==> src/rtl/cell_editor_if.sv <==
// Board-facing bundle for cell_editor: raw buttons and live grid in, edit grid,
// run/pause flag and cursor out.
interface cell_editor_if #(
    parameter int WIDTH  = 16,
    parameter int HEIGHT = 16
);
    logic                      btn_left;
    logic                      btn_right;
    logic                      btn_up;
    logic                      btn_down;
    logic                      btn_toggle;
    logic                      btn_run;
    logic                      btn_clear;
    logic [WIDTH*HEIGHT-1:0]   live_grid;
    logic [WIDTH*HEIGHT-1:0]   edit_grid;
    logic                      paused;
    logic [$clog2(WIDTH)-1:0]  sel_x;
    logic [$clog2(HEIGHT)-1:0] sel_y;
    logic                      cell_selected;
    logic                      update_pulse;

    // Buttons are level signals with no handshake; update_pulse is a one-cycle
    // strobe that is high in the cycle after any edge that changed edit_grid.
    modport master (
        output btn_left, btn_right, btn_up, btn_down, btn_toggle, btn_run, btn_clear,
        output live_grid,
        input  edit_grid, paused, sel_x, sel_y, cell_selected, update_pulse
    );

    modport slave (
        input  btn_left, btn_right, btn_up, btn_down, btn_toggle, btn_run, btn_clear,
        input  live_grid,
        output edit_grid, paused, sel_x, sel_y, cell_selected, update_pulse
    );
endinterface

==> src/rtl/cell_editor.sv <==
// Edit stage for the game-of-life board: debounced buttons drive the cursor,
// the edit grid and the run/pause state, with a live-grid snapshot on pause.
module cell_editor #(
    parameter int WIDTH    = 16,
    parameter int HEIGHT   = 16,
    parameter int DEBOUNCE = 250000
) (
    input logic         clk,
    input logic         rst_n,
    cell_editor_if.slave bus
);
    localparam int XW = $clog2(WIDTH);
    localparam int YW = $clog2(HEIGHT);
    localparam int GW = WIDTH * HEIGHT;
    localparam int IW = $clog2(GW);
    localparam int CW = $clog2(DEBOUNCE + 1);
    localparam int NB = 7;

    localparam int B_LEFT   = 0;
    localparam int B_RIGHT  = 1;
    localparam int B_UP     = 2;
    localparam int B_DOWN   = 3;
    localparam int B_TOGGLE = 4;
    localparam int B_RUN    = 5;
    localparam int B_CLEAR  = 6;

    typedef enum logic {ST_RUN = 1'b0, ST_PAUSE = 1'b1} state_t;

    logic [NB-1:0] raw;
    logic [NB-1:0] sync1, sync2, lvl, lvl_q, press;
    logic [CW-1:0] cnt [NB];

    state_t        state, state_next;
    logic [GW-1:0] edit_grid;
    logic [XW-1:0] sel_x;
    logic [YW-1:0] sel_y;
    logic          update_pulse;
    logic [IW-1:0] cur_idx;

    assign raw = {bus.btn_clear, bus.btn_run, bus.btn_toggle, bus.btn_down,
                  bus.btn_up, bus.btn_right, bus.btn_left};

    // Counter measures how long the synchronized level has disagreed with the
    // accepted level; any agreement restarts the measurement.
    always_ff @(posedge clk) begin
        if (!rst_n) begin
            sync1 <= '0;
            sync2 <= '0;
            lvl   <= '0;
            lvl_q <= '0;
            for (int i = 0; i < NB; i++) cnt[i] <= '0;
        end else begin
            sync1 <= raw;
            sync2 <= sync1;
            lvl_q <= lvl;
            for (int i = 0; i < NB; i++) begin
                if (sync2[i] == lvl[i]) begin
                    cnt[i] <= '0;
                end else if (cnt[i] == CW'(DEBOUNCE)) begin
                    lvl[i] <= ~lvl[i];
                    cnt[i] <= '0;
                end else begin
                    cnt[i] <= cnt[i] + CW'(1);
                end
            end
        end
    end

    assign press = lvl & ~lvl_q;

    always_ff @(posedge clk) begin
        if (!rst_n) state <= ST_PAUSE;
        else        state <= state_next;
    end

    always_comb begin
        state_next = state;
        if (press[B_CLEAR])
            state_next = ST_PAUSE;
        else if (press[B_RUN])
            state_next = (state == ST_PAUSE) ? ST_RUN : ST_PAUSE;
    end

    assign cur_idx = IW'(sel_y) * IW'(WIDTH) + IW'(sel_x);

    always_ff @(posedge clk) begin
        if (!rst_n) begin
            edit_grid    <= '0;
            sel_x        <= '0;
            sel_y        <= '0;
            update_pulse <= 1'b0;
        end else begin
            update_pulse <= 1'b0;
            if (press[B_CLEAR]) begin
                edit_grid    <= '0;
                sel_x        <= '0;
                sel_y        <= '0;
                update_pulse <= 1'b1;
            end else if (press[B_RUN]) begin
                // Snapshot on pause entry so editing resumes from this generation.
                if (state == ST_RUN) begin
                    edit_grid    <= bus.live_grid;
                    update_pulse <= 1'b1;
                end
            end else if (state == ST_PAUSE) begin
                if (press[B_TOGGLE]) begin
                    edit_grid[cur_idx] <= ~edit_grid[cur_idx];
                    update_pulse       <= 1'b1;
                end
                if (press[B_LEFT] && !press[B_RIGHT])
                    sel_x <= (sel_x == '0) ? XW'(WIDTH - 1) : sel_x - XW'(1);
                else if (press[B_RIGHT] && !press[B_LEFT])
                    sel_x <= (sel_x == XW'(WIDTH - 1)) ? '0 : sel_x + XW'(1);
                if (press[B_UP] && !press[B_DOWN])
                    sel_y <= (sel_y == '0) ? YW'(HEIGHT - 1) : sel_y - YW'(1);
                else if (press[B_DOWN] && !press[B_UP])
                    sel_y <= (sel_y == YW'(HEIGHT - 1)) ? '0 : sel_y + YW'(1);
            end
        end
    end

    assign bus.edit_grid     = edit_grid;
    assign bus.paused        = (state == ST_PAUSE);
    assign bus.sel_x         = sel_x;
    assign bus.sel_y         = sel_y;
    assign bus.cell_selected = edit_grid[cur_idx];
    assign bus.update_pulse  = update_pulse;
endmodule

==> src/flat_wrapper.sv <==
// flat-port wrapper written by rule: the top's interface ports become plain ports
module cell_editor_flat 
#(
    parameter int WIDTH    = 16,
    parameter int HEIGHT   = 16,
    parameter int DEBOUNCE = 250000
)
  (clk, rst_n, bus_btn_left, bus_btn_right, bus_btn_up, bus_btn_down, bus_btn_toggle, bus_btn_run, bus_btn_clear, bus_live_grid, bus_edit_grid, bus_paused, bus_sel_x, bus_sel_y, bus_cell_selected, bus_update_pulse);
  cell_editor_if #(.WIDTH(WIDTH), .HEIGHT(HEIGHT)) bus_i ();
  input logic clk;
  input logic rst_n;
  input wire logic [$bits(bus_i.btn_left)-1:0] bus_btn_left;
  input wire logic [$bits(bus_i.btn_right)-1:0] bus_btn_right;
  input wire logic [$bits(bus_i.btn_up)-1:0] bus_btn_up;
  input wire logic [$bits(bus_i.btn_down)-1:0] bus_btn_down;
  input wire logic [$bits(bus_i.btn_toggle)-1:0] bus_btn_toggle;
  input wire logic [$bits(bus_i.btn_run)-1:0] bus_btn_run;
  input wire logic [$bits(bus_i.btn_clear)-1:0] bus_btn_clear;
  input wire logic [$bits(bus_i.live_grid)-1:0] bus_live_grid;
  output wire logic [$bits(bus_i.edit_grid)-1:0] bus_edit_grid;
  output wire logic [$bits(bus_i.paused)-1:0] bus_paused;
  output wire logic [$bits(bus_i.sel_x)-1:0] bus_sel_x;
  output wire logic [$bits(bus_i.sel_y)-1:0] bus_sel_y;
  output wire logic [$bits(bus_i.cell_selected)-1:0] bus_cell_selected;
  output wire logic [$bits(bus_i.update_pulse)-1:0] bus_update_pulse;
  assign bus_i.btn_left = bus_btn_left;
  assign bus_i.btn_right = bus_btn_right;
  assign bus_i.btn_up = bus_btn_up;
  assign bus_i.btn_down = bus_btn_down;
  assign bus_i.btn_toggle = bus_btn_toggle;
  assign bus_i.btn_run = bus_btn_run;
  assign bus_i.btn_clear = bus_btn_clear;
  assign bus_i.live_grid = bus_live_grid;
  assign bus_edit_grid = bus_i.edit_grid;
  assign bus_paused = bus_i.paused;
  assign bus_sel_x = bus_i.sel_x;
  assign bus_sel_y = bus_i.sel_y;
  assign bus_cell_selected = bus_i.cell_selected;
  assign bus_update_pulse = bus_i.update_pulse;
  cell_editor #(.WIDTH(WIDTH), .HEIGHT(HEIGHT), .DEBOUNCE(DEBOUNCE)) u_core (.clk(clk), .rst_n(rst_n), .bus(bus_i));
endmodule
==> config.mk <==
export PLATFORM = sky130hd
export DESIGN_NAME = cell_editor_flat
export DESIGN_NICKNAME = d
export VERILOG_FILES = /design/src/rtl/cell_editor_if.sv /design/src/rtl/cell_editor.sv /design/src/flat_wrapper.sv
export SDC_FILE = /design/constraint.sdc
export NUM_CORES = 1
export LEC_CHECK = 0
export BUFFER_PORTS_ARGS = -buffer_cell sky130_fd_sc_hd__buf_2
export CAP_MARGIN = 40
export CELL_PAD_IN_SITES_DETAIL_PLACEMENT = 0
export CELL_PAD_IN_SITES_GLOBAL_PLACEMENT = 1
export CORE_MARGIN = 3
export CORE_UTILIZATION = 31
export DETAILED_ROUTE_END_ITERATION = 10
export GPL_TIMING_DRIVEN = 0
export MAX_ROUTING_LAYER = met4
export PLACE_DENSITY = 0.65
export SETUP_SLACK_MARGIN = 0.05
export SLEW_MARGIN = 10
export SYNTH_ARGS = -nofsm -noshare
export SYNTH_HDL_FRONTEND = slang
export SYNTH_SLANG_ARGS = --single-unit
==> constraint.sdc <==
create_clock -name clk -period 7.28 [get_ports clk]
set_input_delay 0.728 -clock clk [delete_from_list [all_inputs] [get_ports clk]]
set_output_delay 0.728 -clock clk [all_outputs]
set_load 0.005 [all_outputs]
Yosys cells after proc, flatten, opt, wreduce, memory -nomap -nowiden
Memory sizes are Yosys's and may differ from the RTL's.
Cells that the tools add are included.
W data, S select, Z words.
{"block": "word_totals", "register_bits": 294, "ram_bits": 126, "inputBits": 265, "output_inout_bits": 267, "elab_cells": 234, "mem_count": 1}
{"memory": "u_core.cnt", "words": 7, "width": 18, "rd": 7, "rd_ports_with_merged_regs": 0, "write_ports": 7, "line_no": "cell_editor.sv:31", "text": "logic [CW-1:0] cnt [NB];"}
{"block": "op_classes", "addsub": 12, "order_cmp": 2, "eq_ne": 17, "muxes": 121, "bitwise_logic": 40, "n_reduce_logical": 26}
{"cell": "$mux W256", "n": 4}
{"cell": "$mux W18", "n": 21}
{"cell": "$bwmux W256", "n": 1}
{"cell": "$add A18 B1 Y18 const B", "n": 7}
{"cell": "$eq A18 B18 Y1 const B", "n": 7}
{"cell": "$mux W1", "n": 85}
{"cell": "$mux W4", "n": 8}
{"cell": "$or A1 B1 Y1", "n": 21}
{"cell": "$not A1 Y1", "n": 17}
{"cell": "$reduce_and A2 Y1", "n": 7}
{"cell": "$lt A8 B9 Y1 const B", "n": 1}
{"cell": "$reduce_and A3 Y1", "n": 3}
{"cell": "$add A4 B1 Y4 const B", "n": 2}
{"cell": "$add A8 B4 Y8", "n": 1}
{"cell": "$bmux W1 S8", "n": 1}
{"cell": "$demux W1 S8", "n": 1}
{"cell": "$eq A4 B4 Y1 const B", "n": 2}
{"cell": "$ge A8 B1 Y1 const B", "n": 1}
{"cell": "$logic_not A4 Y1", "n": 2}
{"cell": "$reduce_bool A2 Y1", "n": 4}
{"cell": "$sub A4 B1 Y4 const B", "n": 2}
{"cell": "$and A7 B7 Y7", "n": 1}
{"cell": "$eq A1 B1 Y1", "n": 7}
{"cell": "$not A7 Y7", "n": 1}
{"cell": "4 further kinds", "n": 11}

Longest topological paths before layout
Gate-level depths: netlist of run 1.
{"block": "depth", "depth_word": 9, "ltp_mapped": 13, "ltp_nobuf": 7}

Least setup slack after synthesis of run 1
No wires, ideal clock.
{"block": "synth_timing", "kind": "register -> output", "from": "register u_core.sel_x[0], in the netlist u_core.bus.sel_x[0]", "to": "output port bus_cell_selected", "arrival_time_ns": 2.081, "setup_slack_ns": 4.471, "stages_incl_launch_ff": 9, "path_buffers": 2, "path_cell_list": "dfxtp_1 -> buf_6 -> buf_2 -> mux2_2 -> a221oi_1 -> o211ai_1 -> nand3_1 -> nand4_1 -> mux2_2"}
{"block": "synth_via", "elab_chain_len": 3}
{"item": "start, declared", "line_no": "cell_editor.sv:35", "text": "logic [XW-1:0] sel_x;"}
{"item": "start signal, assigned", "line_no": "cell_editor.sv:111", "text": "sel_x <= (sel_x == '0) ? XW'(WIDTH - 1) : sel_x - XW'(1);"}
{"item": "start signal, assigned", "line_no": "cell_editor.sv:113", "text": "sel_x <= (sel_x == XW'(WIDTH - 1)) ? '0 : sel_x + XW'(1);"}
{"item": "$add A8 B4 Y8", "line_no": "cell_editor.sv:84", "text": "assign cur_idx = IW'(sel_y) * IW'(WIDTH) + IW'(sel_x);"}
{"item": "$bmux W1 S8", "line_no": "cell_editor.sv:126", "text": "assign bus.cell_selected = edit_grid[cur_idx];"}
{"item": "$mux W1 (implied by the code)", "line_no": "cell_editor.sv:126"}
{"item": "end, declared", "line_no": "flat_wrapper.sv:24", "text": "output wire logic [$bits(bus_i.cell_selected)-1:0] bus_cell_selected;"}
Every way passes these cells. The select of a mux whose other input is x is not followed.

Worst setup path after layout of run 1
{"block": "layout_timing", "from": "register u_core.sel_x[1], in the netlist u_core.bus.sel_x[1]", "to": "output port bus_cell_selected"}
Same word-level chain as after synthesis.

==> results of run 1 <==
## worst max-delay path by stage
stage	from	to	slack, ps	cells after the start
after detailed placement	u_core.bus.sel_x[1]	bus_cell_selected	3080	10
final	u_core.bus.sel_x[1]	bus_cell_selected	2270	10
after floorplan	u_core.bus.sel_x[0]	bus_cell_selected	4470	8
after global routing	u_core.bus.sel_x[1]	bus_cell_selected	2240	10
after global placement	u_core.bus.sel_x[2]	u_core.bus.edit_grid[207]	2700	7
after CTS	u_core.bus.sel_x[1]	bus_cell_selected	2380	10
## state kept, by name, indices dropped and copies added, names as in the netlist
signal                   flops
u_core.lvl_q                 7
u_core.bus.sel_x             4
u_core.bus.edit_grid       256
u_core.sync2                 7
u_core.cnt                 126
u_core.lvl                   7
u_core.bus.update_pulse      1
u_core.bus.sel_y             4
u_core.sync1                 7
u_core.bus.paused            1
## critical path, cell delays in order, from the launching register on
cell,delay [ps]
dfxtp_1,440
buf_4,290
buf_4,380
buf_2,700
mux4_2,440
mux2i_1,210
o2111ai_1,240
nand3_1,230
nand4_1,190
mux2_2,310
buf_2,190
## cells by family after synthesis
family,share of synthesized area [%]
buf+inv,6.64
flops,39.9
fa+ha+maj,1.34
xor+xnor,4.30
mux,7.12
compound gates,26.8
other cells,0.0155
simple gates,13.9
## placed cells by master (no fill, tap or decap), types with 22 or more instances in the layout
master,netlist,final
buf_2,31,564
nand2_1,330,330
dfxtp_1,294,294
a21oi_1,268,268
o221ai_1,256,256
clkbuf_1,226,222
nor2_1,172,172
a31oi_1,141,141
edfxtp_1,126,126
conb_1,1,126
a31oi_2,104,104
xor2_1,61,61
xnor2_1,58,58
clkbuf_16,0,55
and2_1,51,51
mux4_2,47,47
nand3_1,44,44
buf_6,29,42
inv_1,28,28
ha_1,26,26
nand4_1,25,25
mux2_2,24,24
and3_1,24,24
mux2i_1,22,22
## power by group through the flow
stage	Sequential (uW)	Combinational, uW	Clock [uW]
2_1_floorplan	2520	79.2	0
3_3_place_gp	2530	209	0
3_5_place_dp	2530	207	0
4_1_cts	2480	209	2880
5_1_grt	2480	228	2960
6_report	2480	212	2850
## cell type report
cell class              count  area, sq um  share of cell area [%]
well taps                1030         1290                    4.17
multi-input cells        1947        13400                    43.5
inverters                  29          109                   0.353
clock buffers              73         1570                    5.10
clock inverters            25          304                   0.985
plain buffers             313         1510                    4.90
flip-flops and latches    420         9670                    31.3
diodes                     21         52.6                   0.170
repair buffers            554         2950                    9.54
## layer usage
metal | wire length [um] | up-vias | global-route usage [%]
met5 | 0 | - | -
met4 | 7150 | 0 | 14.8
met3 | 14900 | 390 | 8.73
met2 | 59000 | 1642 | 48.6
met1 | 51000 | 12400 | 39.2
li1 | - | 11200 | -
## per-stage QoR
stage	instance area [sq um]	util [%]	total power (uW)	hold WS, ps
2_1_floorplan	24700	-	2600	412
3_3_place_gp	28600	37.3	2740	420
3_5_place_dp	28900	37.7	2740	420
4_1_cts	30800	40.2	5560	269
5_1_grt	30900	40.2	5680	280
6_report	30900	40.2	5540	305
==> qor.yml, run 1 <==
ys_seq_area_share_pct: 39.9
worstSkewPairLatency_ps: 650
seqPwrFrac_pct: 44.7
min_from: "bus_btn_clear"
die_w_um: 286
ctsResizeCount: 0
core_area_sq_um: 76700
cts_htree_levels: 2
grt_usage_pct: 31.9
synth_most_common_cell: "nand2_1"
hold_depth: 2
critPathKind: "register to output pin"
dpl.hpwl_um: 99000
tightestPinTransition_ps: 914
crit_required_ps: 6550
cp.arrival_ps: 4280
p_int_uw: 4220
syn2layout_area_growth_pct: 27.4
drive_above_1_share_pct: 27.7
reg2reg_from: "u_core.bus.sel_x[2]"
wl_per_cell_um: 29.9
min_to: "u_core.sync1[6]"
clock_sinks: 420
post-cts-setup-buffers: 0
rr_worst_depth: 9
clk_pin_slew_ps: 70
synth_edf_count: 126
cts_buffers: 52
grt_overflow: 0
die_y_um: 286
vias: 25700
slew_viol_final: 0
grt_pass1_wl_um: 182000
dp_slack_ps: 3080
finalCritPeriodShare_pct: 68.8
netlist_area_sq_um: 24200
root_buffer: "clkbuf_16"
power.density_nw_per_um2: 179
synth_warnings: 0
drc: 0
clkPwrFrac_pct: 51.4
fill_cells: 8017
row_count: 101
r2r_slack_ps: 3110
synth_cell_types: 62
vias_per_cell: 5.82
wl_um: 132000
nets: 3608
portBuffers: 531
gp_congestion: 0.939
p_leak_uw: 0.0112
synthTopCellsByArea: "dfxtp_1, edfxtp_1, o221ai_1"
status: "finished, final reports clean"
clock_path_buffers: 3
setup.worst_path.start_class: "register"
syn_inst: 2584
synth-seq-cells: 420
hold_viol: 0
postRouteAntennaNets: 0
syn_avg_cell_area_sq_um: 9.37
r2r_end: "u_core.bus.edit_grid[206]"
cp_max_fo: 10
hold_buffers: 0
drt-pass1-iter-count: 6
start_util_pct: 31.6
setup_tns_ps: 0
finalSetupViolations: 0
synth_top_cell_area_share_pct: 24.3
synthArstFlopShare_pct: 0
finalNonFillerCells: 4412
rsz0062_at_grt: "no"
cts_tree: "yes"
die-area_sq_um: 81500
dp_cells: 4293
cp-end-kind: "output pin"
hp-class: "primary input to register"
synthFlopType: "dfxtp_1"
swShare_pct: 23.8
drt_iter0_markers: 3127
fin_crit_ps: 5010
max_freq_mhz: 200
antenna_found_initial: 24
grt_max_degree: 16
clock_skew_ps: 48.6
max-slew-margin-rel_pct: 39.1
io-pin-count: 532
synth_common_cells: "nand2_1, dfxtp_1, a21oi_1"
grt_pass1_vias: 24500
ir_drop_mv: 0.128
p_switching_uw: 1320
cap_violations: 0
combPwrFrac_pct: 3.8
setup_ws_ps: 2270
netlist.top_cell.by_area: "dfxtp_1"
No activity file was read; power rests on OpenSTA's default activity.
==> inputs of run 2 (changes only) <==
ABC_AREA = 1   (was not set)
PLACE_DENSITY = 0.71   (was 0.65)
clock period = 4.1 ns   (was 7.28 ns; I/O delays follow)
==> run 2 against run 1 <==
Compared with the run above: count of clock-buffer cells in the layout grew 20; sequential share of layout area shrank 3.2 points; global-route usage shrank 0.55 points; first-iteration DRC count grew 2.1%; register-to-register slack lost 2900 ps; clock power grew 85%; largest cell class unchanged; largest power group unchanged.
==> qor.yml, run 2 <==
synth_most_common_cell: "nor2_1"
syn_inst: 4233  # +64%
hp-class: "primary input to register"
synth_warnings: 0  # unchanged
synthFlopType: "dfxtp_1"
die_y_um: 303  # +6.1%
hold_viol: 0  # unchanged
grt_pass1_wl_um: 203000  # +11%
cp_slowest_cell: "dfxtp_1"
drt_iter0_markers: 3192  # +2.1%
cap_violations: 0  # unchanged
postRouteAntennaNets: 0  # unchanged
cts_buffers: 56  # +7.7%
p_leak_uw: 0.0144  # +28%
grt_pass1_vias: 28900  # +18%
power.density_nw_per_um2: 292  # +62%
grt_usage_pct: 31.3  # -0.55 points
synth_common_cells: "nor2_1, nand2_1, a21oi_1"
root_buffer: "clkbuf_16"
layout_common_cells: "nor2_1, nand2_1, a21oi_1"
wl_per_cell_um: 23.5  # -21%
finalCritPeriodShare_pct: 95.7
setup.worst_path.start_class: "register"
max-slew-margin-rel_pct: 39.6  # +0.54 points
clk_pin_slew_ps: 60  # about the same
crit_required_ps: 3690  # -2860 ps
drc: 0  # unchanged
cp-end-kind: "output pin"
cts_tree: "yes"
grt_overflow: 0  # unchanged
synth-seq-cells: 420  # unchanged
io-pin-count: 532  # unchanged
critPathKind: "register to output pin"
ir_drop_mv: 0.341  # +170%
clock_sinks: 420  # unchanged
die_w_um: 303  # +6.1%
row_count: 108  # +6.9%
finalSetupViolations: 0  # unchanged
antenna_found_initial: 25  # +4.2%
setup_ws_ps: 176  # -2090 ps
status: "finished, final reports clean"
nets: 5273  # +46%
worstSkewPairLatency_ps: 660  # about the same
cp.arrival_ps: 3510  # -770 ps
largest_reg_flops: 256  # unchanged
synth_edf_count: 126  # unchanged
core_area_sq_um: 87000  # +13%
synthTopCellsByArea: "dfxtp_1, edfxtp_1, a21oi_1"
fin_crit_ps: 3920
netlist_area_sq_um: 27300  # +13%
clock_skew_ps: 21.1  # -27.5 ps
synthArstFlopShare_pct: 0  # unchanged
syn_avg_cell_area_sq_um: 6.46  # -31%
total_power_uw: 10000  # +81%
dp_slack_ps: 159  # -2920 ps
vias_per_cell: 5.12  # -12%
start_util_pct: 31.4  # -0.18 points
cts_htree_levels: 2  # unchanged
ys_seq_area_share_pct: 35.4  # -4.5 points
max_freq_mhz: 255
synth_top_cell_area_share_pct: 21.5  # -2.8 points
drive_above_1_share_pct: 15.4  # -12 points
drt-pass1-iter-count: 6  # unchanged
crit_chain: "buf_4 > buf_6 > buf_4 > nand2_1 > nand2_1 > o21ai_1 > a21oi_1 > nand2_1 > nand3_1 > nand2_1 > nand2_1 > nand2_1 > nor2_4 > buf_6 > buf_4 > inv_1 > buf_2"
rsz0062_at_grt: "no"
largest-register: "u_core.bus.edit_grid"
critPathMaxStageDelay_ps: 420  # -280 ps
cp_max_fo: 10  # unchanged
tightestPinTransition_ps: 906  # -8.08 ps
place_area_sq_um: 32300  # +11%
die-area_sq_um: 91700  # +13%
syn2layout_area_growth_pct: 26.1
dpl.hpwl_um: 108000  # +8.7%
vias: 31800  # +24%
finalInstanceArea_sq_um: 34500  # +12%
netlist.top_cell.by_area: "dfxtp_1"
path_buf_inv: 7  # +3
slew_viol_final: 0  # unchanged
top_regs: "u_core.bus.edit_grid (256), u_core.cnt (126)"
clock_path_buffers: 3  # unchanged
synth_cell_types: 41  # -34%
gp_congestion: 0.941  # +0.19%
crit_family: "buffers and inverters"
portBuffers: 531  # unchanged
cp_common_cell: "nand2_1"
grt_max_degree: 17  # +1
wl_um: 146000  # +10%
final_common_cell: "nor2_1"
-- run 2: changes by cell type in the layout (fill, tap and decap cells not counted), sizes merged, moves of 51 or more --
cell and delta:
inv +500, and2 -51, nand2 +362, a31oi -249, nor2 +596, nand3 +94, o221ai -256, a21boi +254
a21oi +340, xnor2 -56, o21ai +332
-- run 2: worst min-delay path: cells and delay by family --
family | cells | cell delay (ps)
compound gates | 2 | 180
buf+inv | 1 | 80
-- run 2: metal layers --
layer	global-route usage, %	up-vias	routed length (um)
li1	-	15200	-
met1	40.1	14800	60200
met2	47.8	1521	64700
met3	6.15	326	13400
met4	14.1	0	7520
met5	-	-	0
-- run 2: area by class of cell --
cell class	count	area (sq um)
diodes	21	52.6
plain buffers	261	1330
clock buffers	93	1760
clock inverters	10	183
fillers	9620	52600
inverters	534	2010
multi-input cells	3143	14900
flip-flops and latches	420	9670
well taps	1155	1450
repair buffers	566	3080
-- run 2: per-stage QoR --
stage | TNS [ps] | util [%] | cells | hold slack, ps
final | 0 | 39.6 | 6203 | 55.8
after global routing | 0 | 39.6 | 6203 | 62.8
after CTS | 0 | 39.5 | 6182 | 33.9
after detailed placement | 0 | 37.1 | 6070 | 401
after global placement | -23290 | 36.7 | 6044 | 398
after floorplan | 0 | - | 4358 | 390
-- run 2: timing repair --
action | 4_1_cts | 5_1_grt
hold endpoints to repair | 7 | 0
hold buffers | 7 | 0
pin swaps | 1 | 0
gates resized for setup | 23 | 35
setup endpoints to repair | 1 | 9
cloned | 0 | 0
setup buffers | 2 | 0
-- run 2: kinds of logic (layout without fill, tap and decap cells) --
family	after synthesis	after routing	share of synthesized area, %
buffers and inverters	795	1464	11.8
AOI/OAI and AO/OA	1242	1242	25.4
other	1	147	0.0137
adders and majority gates	26	26	1.19
DFF	420	420	35.4
xor gates and xnor gates	22	22	0.705
and+or+nand+nor	1727	1727	25.5
-- run 2: report_power, final --
| part | switching (uW) | internal (uW) | leakage [uW] |
|---|---|---|---|
| combinational | 231 | 144 | 0.00975 |
| clock | 2160 | 3120 | 0.000950 |
| sequential | 51.4 | 4340 | 0.00367 |
-- run 2: final timing paths --
check	startpoint	end	slack, ps	depth (start not counted)
setup reg to reg	u_core.bus.sel_x[0]	u_core.bus.edit_grid[176]	240	14
hold / removal	bus_live_grid[199]	u_core.bus.edit_grid[199]	60	3
hold reg to reg	u_core.sync1[6]	u_core.sync2[6]	410	2
setup / recovery	u_core.bus.sel_x[0]	bus_cell_selected	180	17
